[src/rtl/regfile_dump_reader.sv]
// Post-run register-file dump engine: walks x0..x(NUM_REGS-1) through a spare RF read port
// and streams {index, value} beats on valid/ready. Define REGDUMP_SKIP_ZERO_EN to drop zero regs.
module regfile_dump_reader #(
  parameter int unsigned NUM_REGS = 32,
  parameter int unsigned ADDR_W   = 5,
  parameter int unsigned DATA_W   = 32
) (
  input  logic              clock,
  input  logic              reset,
  input  logic              finish_flag,
  output logic [ADDR_W-1:0] rf_addr,
  input  logic [DATA_W-1:0] rf_data,
  output logic              dump_valid,
  input  logic              dump_ready,
  output logic [ADDR_W-1:0] dump_index,
  output logic [DATA_W-1:0] dump_data,
  output logic              dump_last,
  output logic              busy,
  output logic              done
);

  typedef enum logic [1:0] {StIdle, StRead, StSend, StDone} state_e;

  localparam logic [ADDR_W-1:0] LastIdx = ADDR_W'(NUM_REGS - 1);

  state_e            state_q;
  logic [ADDR_W-1:0] idx_q;
  logic              finish_q;
  logic              dump_valid_q;
  logic [ADDR_W-1:0] dump_index_q;
  logic [DATA_W-1:0] dump_data_q;
  logic              dump_last_q;
  logic              busy_q;
  logic              done_q;

  logic trig;
  logic is_last;
  logic skip;

  assign trig    = finish_flag & ~finish_q;
  assign is_last = (idx_q == LastIdx);

`ifdef REGDUMP_SKIP_ZERO_EN
  // The final register is always emitted so the sink always sees dump_last.
  assign skip = (rf_data == '0) && !is_last;
`else
  assign skip = 1'b0;
`endif

  always_ff @(posedge clock) begin
    if (reset) begin
      state_q      <= StIdle;
      idx_q        <= '0;
      finish_q     <= 1'b0;
      dump_valid_q <= 1'b0;
      dump_index_q <= '0;
      dump_data_q  <= '0;
      dump_last_q  <= 1'b0;
      busy_q       <= 1'b0;
      done_q       <= 1'b0;
    end else begin
      finish_q <= finish_flag;
      unique case (state_q)
        StIdle: begin
          if (trig) begin
            state_q <= StRead;
            idx_q   <= '0;
            busy_q  <= 1'b1;
          end
        end
        StRead: begin
          if (skip) begin
            idx_q <= idx_q + ADDR_W'(1);
          end else begin
            dump_data_q  <= rf_data;
            dump_index_q <= idx_q;
            dump_last_q  <= is_last;
            dump_valid_q <= 1'b1;
            state_q      <= StSend;
          end
        end
        StSend: begin
          // Payload registers are untouched here, so they stay stable under backpressure.
          if (dump_ready) begin
            dump_valid_q <= 1'b0;
            if (dump_last_q) begin
              state_q <= StDone;
              busy_q  <= 1'b0;
              done_q  <= 1'b1;
            end else begin
              idx_q   <= idx_q + ADDR_W'(1);
              state_q <= StRead;
            end
          end
        end
        StDone: begin
          if (!finish_flag) begin
            state_q <= StIdle;
            done_q  <= 1'b0;
          end
        end
        default: state_q <= StIdle;
      endcase
    end
  end

  assign rf_addr    = idx_q;
  assign dump_valid = dump_valid_q;
  assign dump_index = dump_index_q;
  assign dump_data  = dump_data_q;
  assign dump_last  = dump_last_q;
  assign busy       = busy_q;
  assign done       = done_q;

endmodule
[config.mk]
export PLATFORM = sky130hd
export DESIGN_NAME = regfile_dump_reader
export DESIGN_NICKNAME = d
export VERILOG_FILES = /design/src/rtl/regfile_dump_reader.sv
export SDC_FILE = /design/constraint.sdc
export NUM_CORES = 1
export LEC_CHECK = 0
export CAP_MARGIN = 0
export CORE_MARGIN = 4
export CORE_UTILIZATION = 37
export CTS_CLUSTER_DIAMETER = 80
export CTS_CLUSTER_SIZE = 25
export DETAILED_ROUTE_END_ITERATION = 12
export GPL_ROUTABILITY_DRIVEN = 1
export PLACE_DENSITY = 0.8
export SYNTH_ARGS = -nofsm -noshare
export SYNTH_HDL_FRONTEND = slang
export SYNTH_SLANG_ARGS = --single-unit
export TNS_END_PERCENT = 100
[constraint.sdc]
create_clock -name clock -period 1.1 [get_ports clock]
set_input_delay 0.22 -clock clock [delete_from_list [all_inputs] [get_ports clock]]
set_output_delay 0.22 -clock clock [all_outputs]
set_load 0.02 [all_outputs]
==> summary.txt <==
Run status
  • Status: finished with violations
  • Failing checks: negative setup slack

Synthesis
  • Synth top area cells: dfxtp_1, nand2_1, a21oi_1
  • Top cell type's share of synthesized area: about 52%
  • Post-Syn Area: 1876 um^2
  • Asr flop ratio synth: 0%
  • Count of different cell masters after synthesis: 35
  • Most frequent cell after synthesis: nand2_1
  • Top_reg_cell synth: dfxtp_1
  • Average cell area after synthesis: 8.299 um^2
  • Sequential share of the synthesized area: 52.30%
  • Post-synth net total: 264
  • Synth Warn #: 0
  • Synth cell count leaders: nand2_1, dfxtp_1, a21oi_1
  • Post-synthesis register bit count: 49
  • Cell taking the most area after synthesis: dfxtp_1
  • Post-Synthesis Cells: 226
  • Post-synth EDFFs: 0

Worst setup path
  • Crit end category: flip-flop
  • Slowest stage cell, crit path: dfxtp_2
  • CP max stage delay: 0.35 ns
  • Crit path launch type: flip-flop
  • Setup CP Type: flip-flop to flip-flop
  • CP max FO: 17
  • CP Data Arrival Time: 1.45 ns
  • Required @ worst endpoint: about 1.3 ns
  • Critical path buffers and inverters: 2
  • CP top delay family: simple AND/OR/NAND/NOR gates
  • R2R Setup Slk: -0.12 ns
  • Critical-path cell list: buf_6, and2b_4, buf_12, nand2_1, a21oi_2
  • FF-to-FF End: dump_data[11]
  • Crit Reg-Reg Startpoint: state_q[1]
  • Crit path from: state_q[1]
  • Worst-case reg-to-reg path depth: 5

Floorplanning
  • I/O pin count: 82
  • Die X: 79.20 um
  • FP Rows: 25
  • Initial core utilization: 38.94%
  • Die height: 79.20 um
  • Die ar.: 6272 um^2
  • Core area: between 4000 and 5000 um^2

Timing
  • Max Fclk: 0.8191 GHz
  • Least-Margin Pin Slew: 0.3027 ns
  • Worst Setup Slack, final: -0.1208 ns
  • Fin Hold WS: 0.2750 ns
  • Min Tclk post-route: 1.221 ns
  • Final Slew Violations: 0
  • Endpoints failing hold: 0
  • Relative slew slack: between 70 and 80%
  • Final setup vio count: 47
  • Final cycle utilization of the critical path: 111.0%
  • RSZ-0062 raised after global routing: yes
  • Layout Skew: between 0.004 and 0.005 ns

Finish
  • Fill cells: 446
  • Diode count: 0
  • Area grow syn2layout: 61.91%
  • Nets: ~370
  • Fin util: between 60 and 70%
  • Fin area: 3037 um^2
  • Layout cells sized above 1: 37.76%

Global route
  • First-pass GRT wire length: 8355 um
  • Vias in the first global route: 1796
  • Initial antenna violation count: 0
  • Congestion Overflow GR: 0
  • GRT Util Overall: 16.75%
  • Largest net degree at the start of global routing: 34

CTS
  • Num CTS Buffers: 5
  • Reg clk slew, reported paths: 0.09 ns
  • CTS tree: yes
  • H-tree depth: 2
  • Clock latency on the worst-skew pair: ~0.30 ns
  • CTS Sinks: between 40 and 50
  • CTS max path bufs: 2
  • CTS root buffer: clkbuf_8

Detailed routing
  • Post-route ant nets: 0
  • Initial DRC Count: 55
  • Routed wire length: 5369 um
  • TritonRoute pass-1 iters: 4
  • Wire per inst: 13.49 um
  • Via count: around 1900
  • Vias per inst: 4.844
  • DRC violations left: 0

Power
  • Comb pwr share: 18.8%
  • Clock power frac: a little under a third
  • PwrDens: approximately 1300 nW/um^2
  • Peak VDD IR: roughly 0.73 mV
  • Sequential share of power: 49.6%
  • Pleak: 1.272 nW
  • NetSw: 0.001025 W
  • Switching portion of total power: between 20% and 30%
  • Internal Power: ~0.0028 W

Flow run
  • # Max-Cap Violations: 0

Placed design
  • DPL Wire Length: 3569 um
  • Placement Cell Area: 2909 um^2
  • PortBufs: approximately 80
  • Routability Congestion: 0.8693

Hold path
  • Hold WC Path Type: input port to flip-flop
  • Hold Crit Start: reset
  • Hold worst-path end: dump_last
  • Cell depth of the worst hold path: 3
flip-flops by register name, summed over array words and instances (netlist names):
register and count:
rf_addr 5, busy 1, state_q 2, dump_last 1
dump_data 32, done 1, finish_q 1, dump_index 5
dump_valid 1
placed cells by master (no fill, tap or decap), types with 2 or more instances in the layout:
cell / instances
inv_1: 5
nor2b_1: 6
a221oi_2: 2
nand2_2: 2
nor2_1: 4
nand2_4: 2
dfxtp_1: 44
dfxtp_2: 2
ha_4: 2
clkdlybuf4s50_1: 33
buf_2: 45
buf_6: 4
buf_12: 2
dfxtp_4: 3
nand3_1: 2
a21oi_1: 23
nand2b_1: 4
buf_4: 25
nand2_1: 72
a21oi_2: 16
clkbuf_8: 5
power groups by stage:
| stage | Combinational (W) | Clock (W) | Sequential, W |
|---|---|---|---|
| after detailed placement | 0.000692 | 0 | 0.00194 |
| after global routing | 0.000773 | 0.00135 | 0.00190 |
| after global placement | 0.000678 | 0 | 0.00193 |
| final | 0.000718 | 0.00121 | 0.00189 |
| after floorplan | 0.000241 | 0 | 0.00201 |
| after CTS | 0.000682 | 0.00126 | 0.00189 |
kinds of logic (layout without fill, tap and decap cells):
kind of cell    Yosys count  in the layout  synth area share, %
compound gates           50             50                15.74
fa+ha+maj                 2              2                1.334
buf+inv                  20            125                5.203
flops                    49             49                52.30
mux                       2              2                1.134
simple gates            103            103                24.28
through the flow:
stage | cells | setup TNS [ns] | power [W] | setup WS [ns]
after floorplan | 226 | -0.4494 | 0.002256 | -0.1096
after global placement | 383 | -8.105 | 0.002611 | -0.4323
after detailed placement | 383 | -9.619 | 0.002628 | -0.4641
after CTS | 396 | -3.044 | 0.003829 | -0.1074
after global routing | 398 | -5.391 | 0.004029 | -0.1668
final | 398 | -3.638 | 0.003813 | -0.1208
worst register-to-register path: cells and delay by family, from the launching register on:
kind / cells / cell delay [ns]
buffers and inverters: 2 / 0.29
AND/OR/NAND/NOR: 2 / 0.39
flip-flops: 1 / 0.35
AO/OA/AOI/OAI: 1 / 0.13
how the worst max path moves through the flow:
stage	end	slack, ns	cells after the start
floorplan	rf_addr[2]	-0.11	4
global placement	rf_addr[3]	-0.43	4
detailed placement	rf_addr[3]	-0.46	4
CTS	dump_data[11]	-0.11	5
global route	dump_data[11]	-0.17	5
finish	dump_data[11]	-0.12	5
area by class of cell:
type	count	area, um^2	share of cell area (%)
Clock inverter	2	16.27	0.5356
Tap cell	67	83.83	2.761
Sequential cell	49	994.7	32.76
Multi-Input combinational cell	157	957.2	31.52
Clock buffer	6	93.84	3.090
Timing Repair Buffer	112	872.1	28.72
Inverter	5	18.77	0.6180
timing repair:
action / in CTS / in global routing
gates resized for setup: 210 / 23
buffers inserted: 4 / 2
cloned: 1 / 0
setup endpoints to repair: 94 / 50
pin swaps: 8 / 11
hold buffers: 0 / 0
routing by layer:
layer | vias to the layer above | share of wire [%] | global-route usage [%]
li1 | 952 | - | -
met1 | 891 | 43 | 19.80
met2 | 76 | 48 | 30.05
met3 | 9 | 7.2 | 3.968
met4 | 0 | 2.0 | 4.639
met5 | - | 0 | 0
Power figures use the tool's default switching activity.
